`config.mk`:
```
export PLATFORM = sky130hd
export DESIGN_NAME = led_line_scheduler_flat
export DESIGN_NICKNAME = d
export VERILOG_FILES = /design/src/rtl/led_line_scheduler_if.sv /design/src/rtl/led_line_scheduler.sv /design/src/flat_wrapper.sv
export SDC_FILE = /design/constraint.sdc
export NUM_CORES = 1
export LEC_CHECK = 0
export CAP_MARGIN = 10
export CORE_UTILIZATION = 37
export CTS_CLUSTER_SIZE = 28
export DETAILED_ROUTE_END_ITERATION = 10
export HOLD_SLACK_MARGIN = 0.02
export PLACE_DENSITY = 0.78
export RECOVER_POWER = 100
export SYNTH_ARGS = -nofsm -noshare
export SYNTH_HDL_FRONTEND = slang
export SYNTH_SLANG_ARGS = --single-unit
```
`constraint.sdc`:
```
create_clock -name clk_10MHz -period 4.6 [get_ports clk_10MHz]
set_clock_uncertainty 0.15 [all_clocks]
set_input_delay 0.92 -clock clk_10MHz [delete_from_list [all_inputs] [get_ports clk_10MHz]]
set_output_delay 0.92 -clock clk_10MHz [all_outputs]
set_load 0.01 [all_outputs]
```
`src/rtl/led_line_scheduler_if.sv`:
```
// Bundle between LED-line requesters, the shared
// serializer and the line scheduler.
interface led_line_scheduler_if #(
  parameter int N_CH = 6
);
  logic [N_CH-1:0]    req;
  logic [N_CH-1:0]    en;
  logic [24*N_CH-1:0] colour;
  logic [N_CH-1:0]    ack;
  logic               drv_start;
  logic [23:0]        drv_grb;
  logic               drv_done;
  logic [N_CH-1:0]    line_sel;
  logic               busy;
  logic               err_timeout;

  modport master (
    input  req, en, colour, drv_done,
    output ack, drv_start, drv_grb,
    output line_sel, busy, err_timeout
  );

  modport slave (
    output req, en, colour, drv_done,
    input  ack, drv_start, drv_grb,
    input  line_sel, busy, err_timeout
  );
endinterface

```
`src/rtl/led_line_scheduler.sv`:
```
// Round-robin scheduler sharing one SK6805
// serializer among N_CH LED lines.
module led_line_scheduler #(
  parameter int N_CH           = 6,
  parameter int RESET_CYCLES   = 800,
  parameter int TIMEOUT_CYCLES = 4096
) (
  input logic clk_10MHz,
  input logic Rst,
  led_line_scheduler_if.master bus
);
  localparam int IW = (N_CH > 1) ? $clog2(N_CH) : 1;
  localparam int CMAX = (RESET_CYCLES > TIMEOUT_CYCLES)
                      ? RESET_CYCLES : TIMEOUT_CYCLES;
  localparam int CW = $clog2(CMAX);
  localparam logic [CW-1:0] GAP_END = CW'(RESET_CYCLES - 1);
  localparam logic [CW-1:0] TO_END  = CW'(TIMEOUT_CYCLES - 1);

  typedef enum logic [1:0] {
    IDLE, START, SEND, GAP
  } state_e;

  state_e          state_q, state_d;
  logic [IW-1:0]   rr_q, rr_d;
  logic [CW-1:0]   cnt_q, cnt_d;
  logic [23:0]     grb_q, grb_d;
  logic [N_CH-1:0] ack_q, ack_d;
  logic            err_q, err_d;

  logic [N_CH-1:0] elig;
  logic [N_CH-1:0] sel_oh;
  logic [IW-1:0]   idx;
  logic [IW-1:0]   win;
  logic            found;
  logic [23:0]     wcol;

  assign elig   = bus.req & bus.en;
  assign sel_oh = {{(N_CH-1){1'b0}}, 1'b1} << rr_q;

  // First eligible line strictly after the last winner, wrapping.
  always_comb begin
    found = 1'b0;
    win   = rr_q;
    idx   = rr_q;
    for (int k = 0; k < N_CH; k++) begin
      idx = (idx == IW'(N_CH - 1)) ? '0 : idx + 1'b1;
      if (!found && elig[idx]) begin
        found = 1'b1;
        win   = idx;
      end
    end
  end

  always_comb begin
    wcol = '0;
    for (int i = 0; i < N_CH; i++) begin
      if (win == IW'(i)) wcol = bus.colour[24*i +: 24];
    end
  end

  always_comb begin
    state_d = state_q;
    rr_d    = rr_q;
    cnt_d   = cnt_q;
    grb_d   = grb_q;
    ack_d   = '0;
    err_d   = 1'b0;
    unique case (state_q)
      IDLE: begin
        if (found) begin
          rr_d    = win;
          grb_d   = {wcol[15:8], wcol[23:16], wcol[7:0]};
          state_d = START;
        end
      end
      START: begin
        cnt_d   = '0;
        state_d = SEND;
      end
      SEND: begin
        if (bus.drv_done) begin
          ack_d   = sel_oh;
          cnt_d   = '0;
          state_d = GAP;
        end else if (cnt_q >= TO_END) begin
          ack_d   = sel_oh;
          err_d   = 1'b1;
          cnt_d   = '0;
          state_d = GAP;
        end else begin
          cnt_d = cnt_q + 1'b1;
        end
      end
      GAP: begin
        if (cnt_q >= GAP_END) state_d = IDLE;
        else cnt_d = cnt_q + 1'b1;
      end
      default: state_d = IDLE;
    endcase
  end

  always_ff @(posedge clk_10MHz) begin
    if (Rst) begin
      state_q <= IDLE;
      rr_q    <= IW'(N_CH - 1);
      cnt_q   <= '0;
      grb_q   <= '0;
      ack_q   <= '0;
      err_q   <= 1'b0;
    end else begin
      state_q <= state_d;
      rr_q    <= rr_d;
      cnt_q   <= cnt_d;
      grb_q   <= grb_d;
      ack_q   <= ack_d;
      err_q   <= err_d;
    end
  end

  assign bus.drv_start   = (state_q == START);
  assign bus.busy        = (state_q != IDLE);
  assign bus.line_sel    = bus.busy ? sel_oh : '0;
  assign bus.drv_grb     = grb_q;
  assign bus.ack         = ack_q;
  assign bus.err_timeout = err_q;
endmodule

```
`src/flat_wrapper.sv`:
```
// flat-port wrapper written by rule: the top's interface ports become plain ports
module led_line_scheduler_flat 
#(
  parameter int N_CH           = 6,
  parameter int RESET_CYCLES   = 800,
  parameter int TIMEOUT_CYCLES = 4096
)
  (clk_10MHz, Rst, bus_req, bus_en, bus_colour, bus_drv_done, bus_ack, bus_drv_start, bus_drv_grb, bus_line_sel, bus_busy, bus_err_timeout);
  led_line_scheduler_if #(.N_CH(N_CH)) bus_i ();
  input logic clk_10MHz;
  input logic Rst;
  input wire logic [$bits(bus_i.req)-1:0] bus_req;
  input wire logic [$bits(bus_i.en)-1:0] bus_en;
  input wire logic [$bits(bus_i.colour)-1:0] bus_colour;
  input wire logic [$bits(bus_i.drv_done)-1:0] bus_drv_done;
  output wire logic [$bits(bus_i.ack)-1:0] bus_ack;
  output wire logic [$bits(bus_i.drv_start)-1:0] bus_drv_start;
  output wire logic [$bits(bus_i.drv_grb)-1:0] bus_drv_grb;
  output wire logic [$bits(bus_i.line_sel)-1:0] bus_line_sel;
  output wire logic [$bits(bus_i.busy)-1:0] bus_busy;
  output wire logic [$bits(bus_i.err_timeout)-1:0] bus_err_timeout;
  assign bus_i.req = bus_req;
  assign bus_i.en = bus_en;
  assign bus_i.colour = bus_colour;
  assign bus_i.drv_done = bus_drv_done;
  assign bus_ack = bus_i.ack;
  assign bus_drv_start = bus_i.drv_start;
  assign bus_drv_grb = bus_i.drv_grb;
  assign bus_line_sel = bus_i.line_sel;
  assign bus_busy = bus_i.busy;
  assign bus_err_timeout = bus_i.err_timeout;
  led_line_scheduler #(.N_CH(N_CH), .RESET_CYCLES(RESET_CYCLES), .TIMEOUT_CYCLES(TIMEOUT_CYCLES)) u_core (.clk_10MHz(clk_10MHz), .Rst(Rst), .bus(bus_i));
endmodule
```
==> impl_summary.log <==
INFO  metric grt_first_pass_wirelength = 22400 um
INFO  metric yosys_register_bits = 48
INFO  metric maxCapViolCount = 0
INFO  metric antenna_violations_before_repair = 0
INFO  metric seqCellArea = 961 um2
INFO  metric firstDrtPassIters = 5
INFO  metric slew_headroom = 0.483
INFO  metric totalNegativeSetupSlack = 0 ns
INFO  metric critical_path_required = 4.62 ns
INFO  metric hold_ws = 0.340 ns
INFO  metric cts_htree_levels = 2
INFO  metric start_kind = input pin
INFO  metric cts.sink_count = 48
INFO  metric place.detailed.hpwl = 11400 um
INFO  metric post_cts_hold_buffer_count = 0
INFO  metric unrepaired_setup_endpoints_after_global_routing = false
INFO  metric io_pins = 198
INFO  metric cp_slowest_stage_delay = 0.55 ns
INFO  metric clockBufferDepth = 2
INFO  metric timing.final.crit_period = 4.43 ns
INFO  metric finalWeightedCongestion = 0.878
INFO  metric timing.final.crit_share = 0.963
INFO  metric area_growth_syn_to_layout = 58.8%
INFO  metric average_size_of_a_mapped_cell = 9.02 um2
INFO  metric synth.yosys.warnings = 0
INFO  metric clock-root-buffer = sky130_fd_sc_hd__clkbuf_8
INFO  metric worst_setup_path_end_kind = flop
INFO  metric synth-seq-area-share = 0.240
INFO  metric die_outline_area = 0.0112 mm2
INFO  metric cts_tree = yes
INFO  metric detail-route-antenna-nets = 0
INFO  metric multiInputGateArea = 0.00280 mm2
INFO  metric path_common_cell = sky130_fd_sc_hd__mux2_2
INFO  metric async_flop_share = 0
INFO  metric largest_net_degree_at_the_start_of_global_routing = 41
INFO  metric routed-via-count = 4363
INFO  metric detailedRoute.firstIterationViolations = 218
INFO  metric tightestPinTransition = 0.776 ns
INFO  metric port_buffers = 197
INFO  metric die_width = 106 um
INFO  metric drt_wl_total = 14600 um
INFO  metric final_hold_viol_count = 0
INFO  metric drive_above_1_share = 0.189
INFO  metric timing_worst_setup_path_type = in2reg
INFO  metric synth_edf_count = 0
INFO  metric finish.net_count = 815
INFO  metric avgRoutedWirePerCell = 18.5 um
INFO  metric syn_nets = 608
INFO  metric via_count_of_the_first_global_routing_pass = 4479
INFO  metric synth_area_leaders = sky130_fd_sc_hd__dfxtp_1 (24%), sky130_fd_sc_hd__mux2_2 (9.0%), sky130_fd_sc_hd__a221oi_2 (7.5%)
INFO  metric tritoncts_buffers = 5
INFO  metric num_antenna_cells = 0
INFO  metric outcome = complete, no violations
INFO  metric core = 0.0104 mm2
INFO  metric floorplan.die.height = 106 um
INFO  metric drt-vias-per-instance = 5.55
INFO  metric synth_top_area_share = 0.240
INFO  metric slew_violations = 0
INFO  metric max_freq = 226 MHz
INFO  metric worst_ep_arrival_time = 4.45 ns
INFO  metric clkTransAtPathRegs = 0.10 ns
INFO  metric netlist_area = 0.00400 mm2
INFO  metric initial_core_util = 0.384
INFO  metric hold_path.class = reg2reg
INFO  metric synthesis.instances = 443
INFO  metric critical_path.cell_chain = clkdlybuf4s50_1 > and3_1 > or2_1 > mux2_2 > or2_0 > or4_4 > buf_4 > a31oi_4 > buf_12 > mux2_2 > a22oi_1 > a211oi_2
INFO  metric vdd_drop_max = 0.570 mV
INFO  metric fin_area = 0.00634 mm2
INFO  metric core.rowCount = 37
INFO  metric yosys_most_used_dff = sky130_fd_sc_hd__dfxtp_1
INFO  metric clk_latency = 0.30 ns
INFO  metric synth.lib_cells_used.distinct = 71
INFO  metric yosys.area.top_type = sky130_fd_sc_hd__dfxtp_1
INFO  metric detail_route.drc_violations = 0
INFO  metric setup_viol_count_final = 0
INFO  metric pwr_density_cell = 893 mW/mm2
INFO  metric overflow = 0
INFO  metric nFillCells = 911
INFO  metric postPlaceCellArea = 0.00618 mm2
INFO  metric grt_util_all_layers = 0.252
INFO  metric power.leakage = 0.00250 uW
INFO  metric cp_max_fo = 18
INFO  metric critical_path.slowest_cell = sky130_fd_sc_hd__or4_4
metrics by stage:
stage          worst slack (ns)   util  std cells  power (uW)
2_1_floorplan             0.272      -        443        4030
3_3_place_gp             -0.212  0.594        772        5180
3_5_place_dp             -0.258  0.594        772        5280
4_1_cts                  0.0337  0.606        779        5650
5_1_grt                  0.0298  0.609        786        6030
6_report                  0.170  0.609        786        5670
cell usage in the layout, fill, tap and decap left out, types with 18 or more instances in the layout:
| master | n |
|---|---|
| sky130_fd_sc_hd__a22oi_1 | 23 |
| sky130_fd_sc_hd__dfxtp_1 | 48 |
| sky130_fd_sc_hd__nand2_1 | 30 |
| sky130_fd_sc_hd__mux2_1 | 18 |
| sky130_fd_sc_hd__clkdlybuf4s50_1 | 158 |
| sky130_fd_sc_hd__mux2_2 | 30 |
| sky130_fd_sc_hd__a221oi_2 | 20 |
| sky130_fd_sc_hd__dlygate4sd3_1 | 39 |
| sky130_fd_sc_hd__nor2_1 | 46 |
| sky130_fd_sc_hd__buf_4 | 30 |
synth_stat cells, types with 4 or more instances:
library cell / n
sky130_fd_sc_hd__inv_1: 9
sky130_fd_sc_hd__nand3_1: 10
sky130_fd_sc_hd__dfxtp_1: 48
sky130_fd_sc_hd__nand2b_1: 8
sky130_fd_sc_hd__mux2i_1: 6
sky130_fd_sc_hd__a221oi_2: 20
sky130_fd_sc_hd__nand4_1: 6
sky130_fd_sc_hd__ha_1: 6
sky130_fd_sc_hd__nor3_1: 9
sky130_fd_sc_hd__buf_6: 9
sky130_fd_sc_hd__xor2_1: 6
sky130_fd_sc_hd__a21oi_1: 14
sky130_fd_sc_hd__nand3b_1: 4
sky130_fd_sc_hd__mux2_2: 32
sky130_fd_sc_hd__buf_2: 9
sky130_fd_sc_hd__clkbuf_1: 10
sky130_fd_sc_hd__a22oi_1: 23
sky130_fd_sc_hd__and3_1: 6
sky130_fd_sc_hd__nor2b_1: 5
sky130_fd_sc_hd__a211oi_1: 4
sky130_fd_sc_hd__a211oi_2: 19
sky130_fd_sc_hd__o21ai_0: 11
sky130_fd_sc_hd__o211ai_1: 5
sky130_fd_sc_hd__nor2_1: 48
sky130_fd_sc_hd__nand2_1: 30
sky130_fd_sc_hd__mux2_1: 16
sky130_fd_sc_hd__or3_1: 4
worst paths after layout:
check / startpoint / end / slack [ns] / depth (start not counted)
worst max register to register: u_core.rr_q[1] / u_core.bus.drv_grb[8] / 0.21 / 13
worst min register to register: u_core.cnt_q[1] / u_core.cnt_q[1] / 0.34 / 2
worst min-delay path: u_core.cnt_q[1] / u_core.cnt_q[1] / 0.34 / 2
worst max-delay path: bus_req[3] / u_core.bus.drv_grb[8] / 0.17 / 12
what timing repair did:
item	in CTS	in global routing
setup buffers	0	7
gates resized for setup	0	1
endpoints found under the setup margin	0	23
kinds of logic (layout without fill, tap and decap cells):
kind of cell	count (synthesis)	count (layout)	share of synthesized area
AO/OA/AOI/OAI	130	130	0.302
adder cells (fa/ha/maj)	6	6	0.0188
AND/OR/NAND/NOR	156	156	0.202
flip-flops	48	48	0.240
XOR/XNOR	6	6	0.0131
buffers and inverters	40	247	0.0601
multiplexers	57	57	0.163
worst max-delay path, delay by kind of cell:
| kind | cells | cell delay, ns |
|---|---|---|
| compound gates | 3 | 0.84 |
| mux | 2 | 0.64 |
| simple gates | 4 | 1.24 |
| buf+inv | 3 | 0.80 |
state kept, by name, indices dropped and copies added, names as in the netlist:
register	count
u_core.bus.ack	6
u_core.bus.drv_grb	24
u_core.bus.err_timeout	1
u_core.cnt_q	12
u_core.rr_q	3
u_core.state_q	2
metal layers:
layer  up-vias  track usage  part of all wire
li1       2114            -                 -
met1      2064        0.302              0.41
met2       161        0.455              0.51
met3        24       0.0399             0.056
met4         0       0.0873             0.024
met5         -            0                 0
area by class of cell:
cell class / instances / area share
multi-input combinational: 355 / 0.442
timing repair buffer: 231 / 0.354
sequential: 48 / 0.151
tap: 136 / 0.0268
clock buffer: 5 / 0.0108
clock inverter: 2 / 0.00947
inverter: 9 / 0.00532
power breakdown:
group	internal (uW)	leakage (uW)	total, uW	switching, uW
registers	530	0.000394	588	58.1
logic	2130	0.00204	4720	2590
clock network	214	0.0000642	358	144
Power figures use the tool's default switching activity.
==> patch 1 (same settings) <==
Re-encode `state_e` (4 states) as Gray code, 2 bits wide.
--- a/src/rtl/led_line_scheduler.sv
+++ b/src/rtl/led_line_scheduler.sv
@@ -17,7 +17,7 @@
   localparam logic [CW-1:0] TO_END  = CW'(TIMEOUT_CYCLES - 1);
 
   typedef enum logic [1:0] {
-    IDLE, START, SEND, GAP
+    IDLE = 2'b00, START = 2'b01, SEND = 2'b11, GAP = 2'b10
   } state_e;
 
   state_e          state_q, state_d;
Formal check against the unedited RTL: same outputs for any inputs over 10 cycles, from zero or initial values and one cycle with Rst high; not proved beyond that.
==> patch 1 against the original RTL <==
Cell area grew 36%; wire length grew 55%; core utilization is 6.9 points lower; power up 30%; sequential share of layout area decreased by 4.0 points; setup slack better by 0.14 ns; fmax is 3.2% higher; sequential cell count did not move; worst hold slack got worse by 0.031 ns; count of clock-buffer cells in the layout grew 1; synthesized cell count increased by 95%; area after synthesis grew 53%; critical path type unchanged; highest routed layer unchanged.
==> patch 1: results (changes against the original RTL) <==
.. list-table::
   :header-rows: 1

   * - Metric
     - Value
   * - Count of flip-flops and latches
     - 48 (unchanged)
   * - Number of iterations in the first detailed-routing pass
     - 7 (+2)
   * - Met1 Routed Length
     - 9260 um (+54%)
   * - Clock slew at reported path FFs
     - 0.07 ns (-0.03 ns)
   * - Maximum single-stage delay on the critical path
     - 0.51 ns (-0.04 ns)
   * - Multi-input combinational cell area
     - 0.00469 mm^2 (+67%)
   * - Non-clock buffer contribution to total cell area
     - 28.2% (-7.2 points)
   * - Launch point of the critical path
     - bus_req[4]
   * - Data arrival time of the critical path
     - 4.34 ns (-0.11 ns)
   * - Final-stage net count
     - 1194 (+47%)
   * - ClkCell Share
     - 2.19% (+0.16 points)
   * - Final HPWL from detailed placement
     - 16600 um (+45%)
   * - Worst hold path startpoint
     - u_core.bus.drv_grb[3]
   * - Routed wirelength normalized by instance count
     - 18.1 um (-2.3%)
   * - Clock Root Buffer
     - clkbuf_16
   * - Proportion of cell area occupied by registers
     - 11.2% (-4.0 points)
   * - Power dissipated in sequential cells
     - 561 uW (-4.6%)
   * - Cell variety after synth
     - 75 (+5.6%)
   * - Leakage power of the design
     - 0.00329 uW (+32%)
   * - Routability congestion estimate from global placement
     - 0.926 (+5.4%)
   * - Non-clock buffer instance count of the final layout
     - 247 (+6.9%)
   * - Overall track demand over capacity in global routing
     - 25.6% (+0.35 points)
   * - Result of the run
     - complete, no violations
   * - Setup slack on the worst flop-to-flop path
     - 0.35 ns (+0.14 ns)
   * - Maximum fanout along the worst path
     - 60 (+42)
   * - Switching power
     - 4010 uW (+44%)
   * - Adder and majority gate portion of the synthesized area
     - 0.409% (-1.5 points)
   * - Final-layout fill cell count
     - 1559 (+71%)
   * - Pin count of the biggest net entering global routing
     - 87 (+110%)
   * - Sw frac
     - 54.3% (+5.0 points)
-- patch 1: per-stage QoR --
stage | hold WS, ns | util, % | cell area, um^2 | std cells | setup WS [ns]
6_report | 0.309 | 54.0 | 8640 | 1250 | 0.308
5_1_grt | 0.350 | 54.0 | 8640 | 1250 | 0.0427
4_1_cts | 0.319 | 54.0 | 8640 | 1250 | 0.372
3_5_place_dp | 0.300 | 52.8 | 8460 | 1242 | 0.0853
3_3_place_gp | 0.294 | 52.8 | 8460 | 1242 | 0.132
2_1_floorplan | 0.316 | - | 6120 | 866 | 0.00421
-- patch 1: routing by layer --
metal	vias up	global-route usage [%]
met5	-	0
met4	0	11.3
met3	69	3.46
met2	378	42.6
met1	3555	33.0
li1	3664	-
-- patch 1: worst register-to-register path: cells and delay by family (launching register included) --
kind	cells	cell delay, ns
flops	1	0.34
fa+ha+maj	1	0.67
compound gates	6	2.10
simple gates	4	0.45
buf+inv	2	0.42
==> patch 2 (same settings) <==
Without the edit above. `N_CH` is set to 6 in 3 places; all go to 12.
--- a/src/rtl/led_line_scheduler_if.sv
+++ b/src/rtl/led_line_scheduler_if.sv
@@ -1,7 +1,7 @@
 // Bundle between LED-line requesters, the shared
 // serializer and the line scheduler.
 interface led_line_scheduler_if #(
-  parameter int N_CH = 6
+  parameter int N_CH = 12
 );
   logic [N_CH-1:0]    req;
   logic [N_CH-1:0]    en;
--- a/src/rtl/led_line_scheduler.sv
+++ b/src/rtl/led_line_scheduler.sv
@@ -1,7 +1,7 @@
 // Round-robin scheduler sharing one SK6805
 // serializer among N_CH LED lines.
 module led_line_scheduler #(
-  parameter int N_CH           = 6,
+  parameter int N_CH           = 12,
   parameter int RESET_CYCLES   = 800,
   parameter int TIMEOUT_CYCLES = 4096
 ) (
--- a/src/flat_wrapper.sv
+++ b/src/flat_wrapper.sv
@@ -1,7 +1,7 @@
 // flat-port wrapper written by rule: the top's interface ports become plain ports
 module led_line_scheduler_flat 
 #(
-  parameter int N_CH           = 6,
+  parameter int N_CH           = 12,
   parameter int RESET_CYCLES   = 800,
   parameter int TIMEOUT_CYCLES = 4096
 )
Interface: changed (5 resized); port bits go from 198 to 366. The function was not compared with the original's and may differ.
==> patch 2 against the original RTL <==
The flow now finishes with violations (negative setup slack); sequential share of layout area decreased by 8.4 points; critical path depth increased by 13; setup slack got worse by 1.5 ns; wire length increased to 3.5 times the old value; global-route usage increased by 18 points; sequential cell count increased by 7; area after synthesis increased by 99%; cell area increased to 2.6 times the old value; via count increased to 3.0 times the old value; critical path type is now flop to flop.
Power is left out: the tool's default activity adds up to more than one toggle a clock period on the data nets, which glitch-free logic cannot reach.
==> patch 2: results (changes against the original RTL) <==
.. list-table::
   :header-rows: 1

   * - Metric
     - Value
   * - Total wire length
     - 51600 um (+250%)
   * - Met1 demand-to-capacity share in global routing
     - 52.1% (+22 points)
   * - Maximum fanout along the worst path
     - 7 (-11)
   * - WL met2
     - 23300 um (+220%)
   * - Share of layout cells above drive strength 1
     - 34.9% (+16 points)
   * - M3 GR Usage
     - 9.08% (+5.1 points)
   * - Portion of the post-synthesis area used by sequential elements
     - 13.8% (-10 points)
   * - Clock slew at reported path FFs
     - 0.08 ns (-0.02 ns)
   * - Total setup buffers inserted after CTS
     - 58 (+58)
   * - Final-layout fill cell count
     - 1492 (+64%)
   * - Minimum setup slack in the final design
     - -1.32 ns (-1.49 ns)
   * - Result of the run
     - finished, violations left
   * - Cells taking the most area after synthesis
     - dfxtp_1 14%, nand2_1 6.9%, nor2_1 6.6%, mux2i_1 4.5%, a222oi_1 2.9%
   * - Latest clock arrival within the worst-skew pair
     - 0.31 ns
   * - Post-Place Cell Area
     - 0.0141 mm^2 (+130%)
   * - Data arrival time of the critical path
     - 5.98 ns (+1.53 ns)
   * - Port buffer count
     - 365 (+85%)
   * - Slew margin rel.
     - 31.1% (-17 points)
   * - DP Cell Count
     - 1977 (+160%)
   * - Type of the setup path with the least slack
     - flop to flop
   * - Total negative setup slack
     - -28.44 ns (-28.44 ns)
   * - Place WS
     - -1.53 ns (-1.27 ns)
   * - Setup-violating endpoint count in the final report
     - 30 (+30)
   * - Global routing met2 resource utilization
     - 69.1% (+24 points)
   * - Final HPWL from detailed placement
     - 38800 um (+240%)
   * - Pin count of the biggest net entering global routing
     - 42 (+2.4%)
   * - Synth top cells by count
     - 146 x nand2_1, 140 x nor2_1, 55 x dfxtp_1, 42 x nor3_1, 40 x nand3_1
   * - Worst hold path startpoint
     - u_core.cnt_q[10]
   * - Count of cells along the worst register-to-register path
     - 25 (+12)
   * - Cell count after synthesis
     - 1125 (+150%)
   * - Clock Root Buffer
     - clkbuf_16
   * - Final-layout worst hold slack
     - 0.374 ns (+0.0339 ns)
   * - Final-stage net count
     - 2130 (+160%)
   * - Met1 Routed Length
     - 18700 um (+210%)
   * - Global-route wire length before repair
     - 72900 um (+220%)
   * - Overall track demand over capacity in global routing
     - 43.6% (+18 points)
   * - Type of the most critical hold path
     - flop to flop
   * - Capture instance of the worst register-to-register path
     - u_core.bus.drv_grb[14]
   * - Detailed route wirelength on metal3
     - 5290 um (+550%)
   * - Number of design-rule violations left by the first detailed-router iteration
     - 1375 (+530%)
   * - Violated checks
     - negative setup slack
   * - Synthesis warning total
     - 0 (unchanged)
   * - Deepest level of the CTS H-tree
     - 2 (unchanged)
   * - Routability congestion estimate from global placement
     - 1.06 (+21%)
   * - Launch point of the critical path
     - u_core.rr_q[0]
   * - Quantity of gates resized following cts
     - 194 (+194)
   * - Cell variety after synth
     - 106 (+49%)
   * - Number of antenna violations at the first check in global routing
     - 10 (+10)
[patch 2: cell types whose count changed in the layout (fill, tap and decap cells not counted), moves of 24 or more]
cell,change
nor2_1,+82
dlygate4sd3_1,-39
buf_4,+266
nand2_1,+108
mux2_2,-24
mux2i_1,+26
clkdlybuf4s50_1,+206
buf_6,+57
[patch 2: area by class of cell]
| type | count | area (um^2) | share of cell area, % |
|---|---|---|---|
| diodes | 9 | 22.5 | 0.137 |
| clock buffers | 5 | 125 | 0.761 |
| clock inverters | 3 | 26.3 | 0.160 |
| inverters | 36 | 153 | 0.928 |
| multi-input cells | 957 | 7680 | 46.7 |
| flip-flops and latches | 55 | 1110 | 6.76 |
| well taps | 275 | 344 | 2.09 |
| repair buffers | 743 | 6990 | 42.5 |
[patch 2: logic make-up (layout without fill, tap and decap cells)]
kind of cell | after synthesis | in the layout | share of synthesized area [%]
flip-flops | 55 | 55 | 13.8
multiplexers | 54 | 54 | 8.12
other | 0 | 9 | 0
adder cells (fa/ha/maj) | 17 | 17 | 2.67
AO/OA/AOI/OAI | 376 | 376 | 36.4
AND/OR/NAND/NOR | 496 | 499 | 31.0
buffers and inverters | 116 | 787 | 6.83
XOR/XNOR | 11 | 11 | 1.21
[patch 2: worst max-delay path: stages (launching register included)]
cell and delay, ns:
dfxtp_4 0.42, clkinv_8 0.07, ha_4 0.25, or4b_4 0.53, nand3_4 0.12, mux2i_4 0.11, a22o_4 0.30, or4_4 0.51
and3_4 0.18, buf_4 0.13, buf_4 0.13, a21oi_2 0.13, nand2_1 0.07, o211a_1 0.26, mux2i_4 0.22, buf_4 0.15
nand4b_4 0.21, buf_6 0.15, a31oi_4 0.21, buf_6 0.15, nor3_4 0.05, buf_4 0.14, buf_4 0.15, a222oi_1 0.44
a41oi_2 0.32, o21a_1 0.25
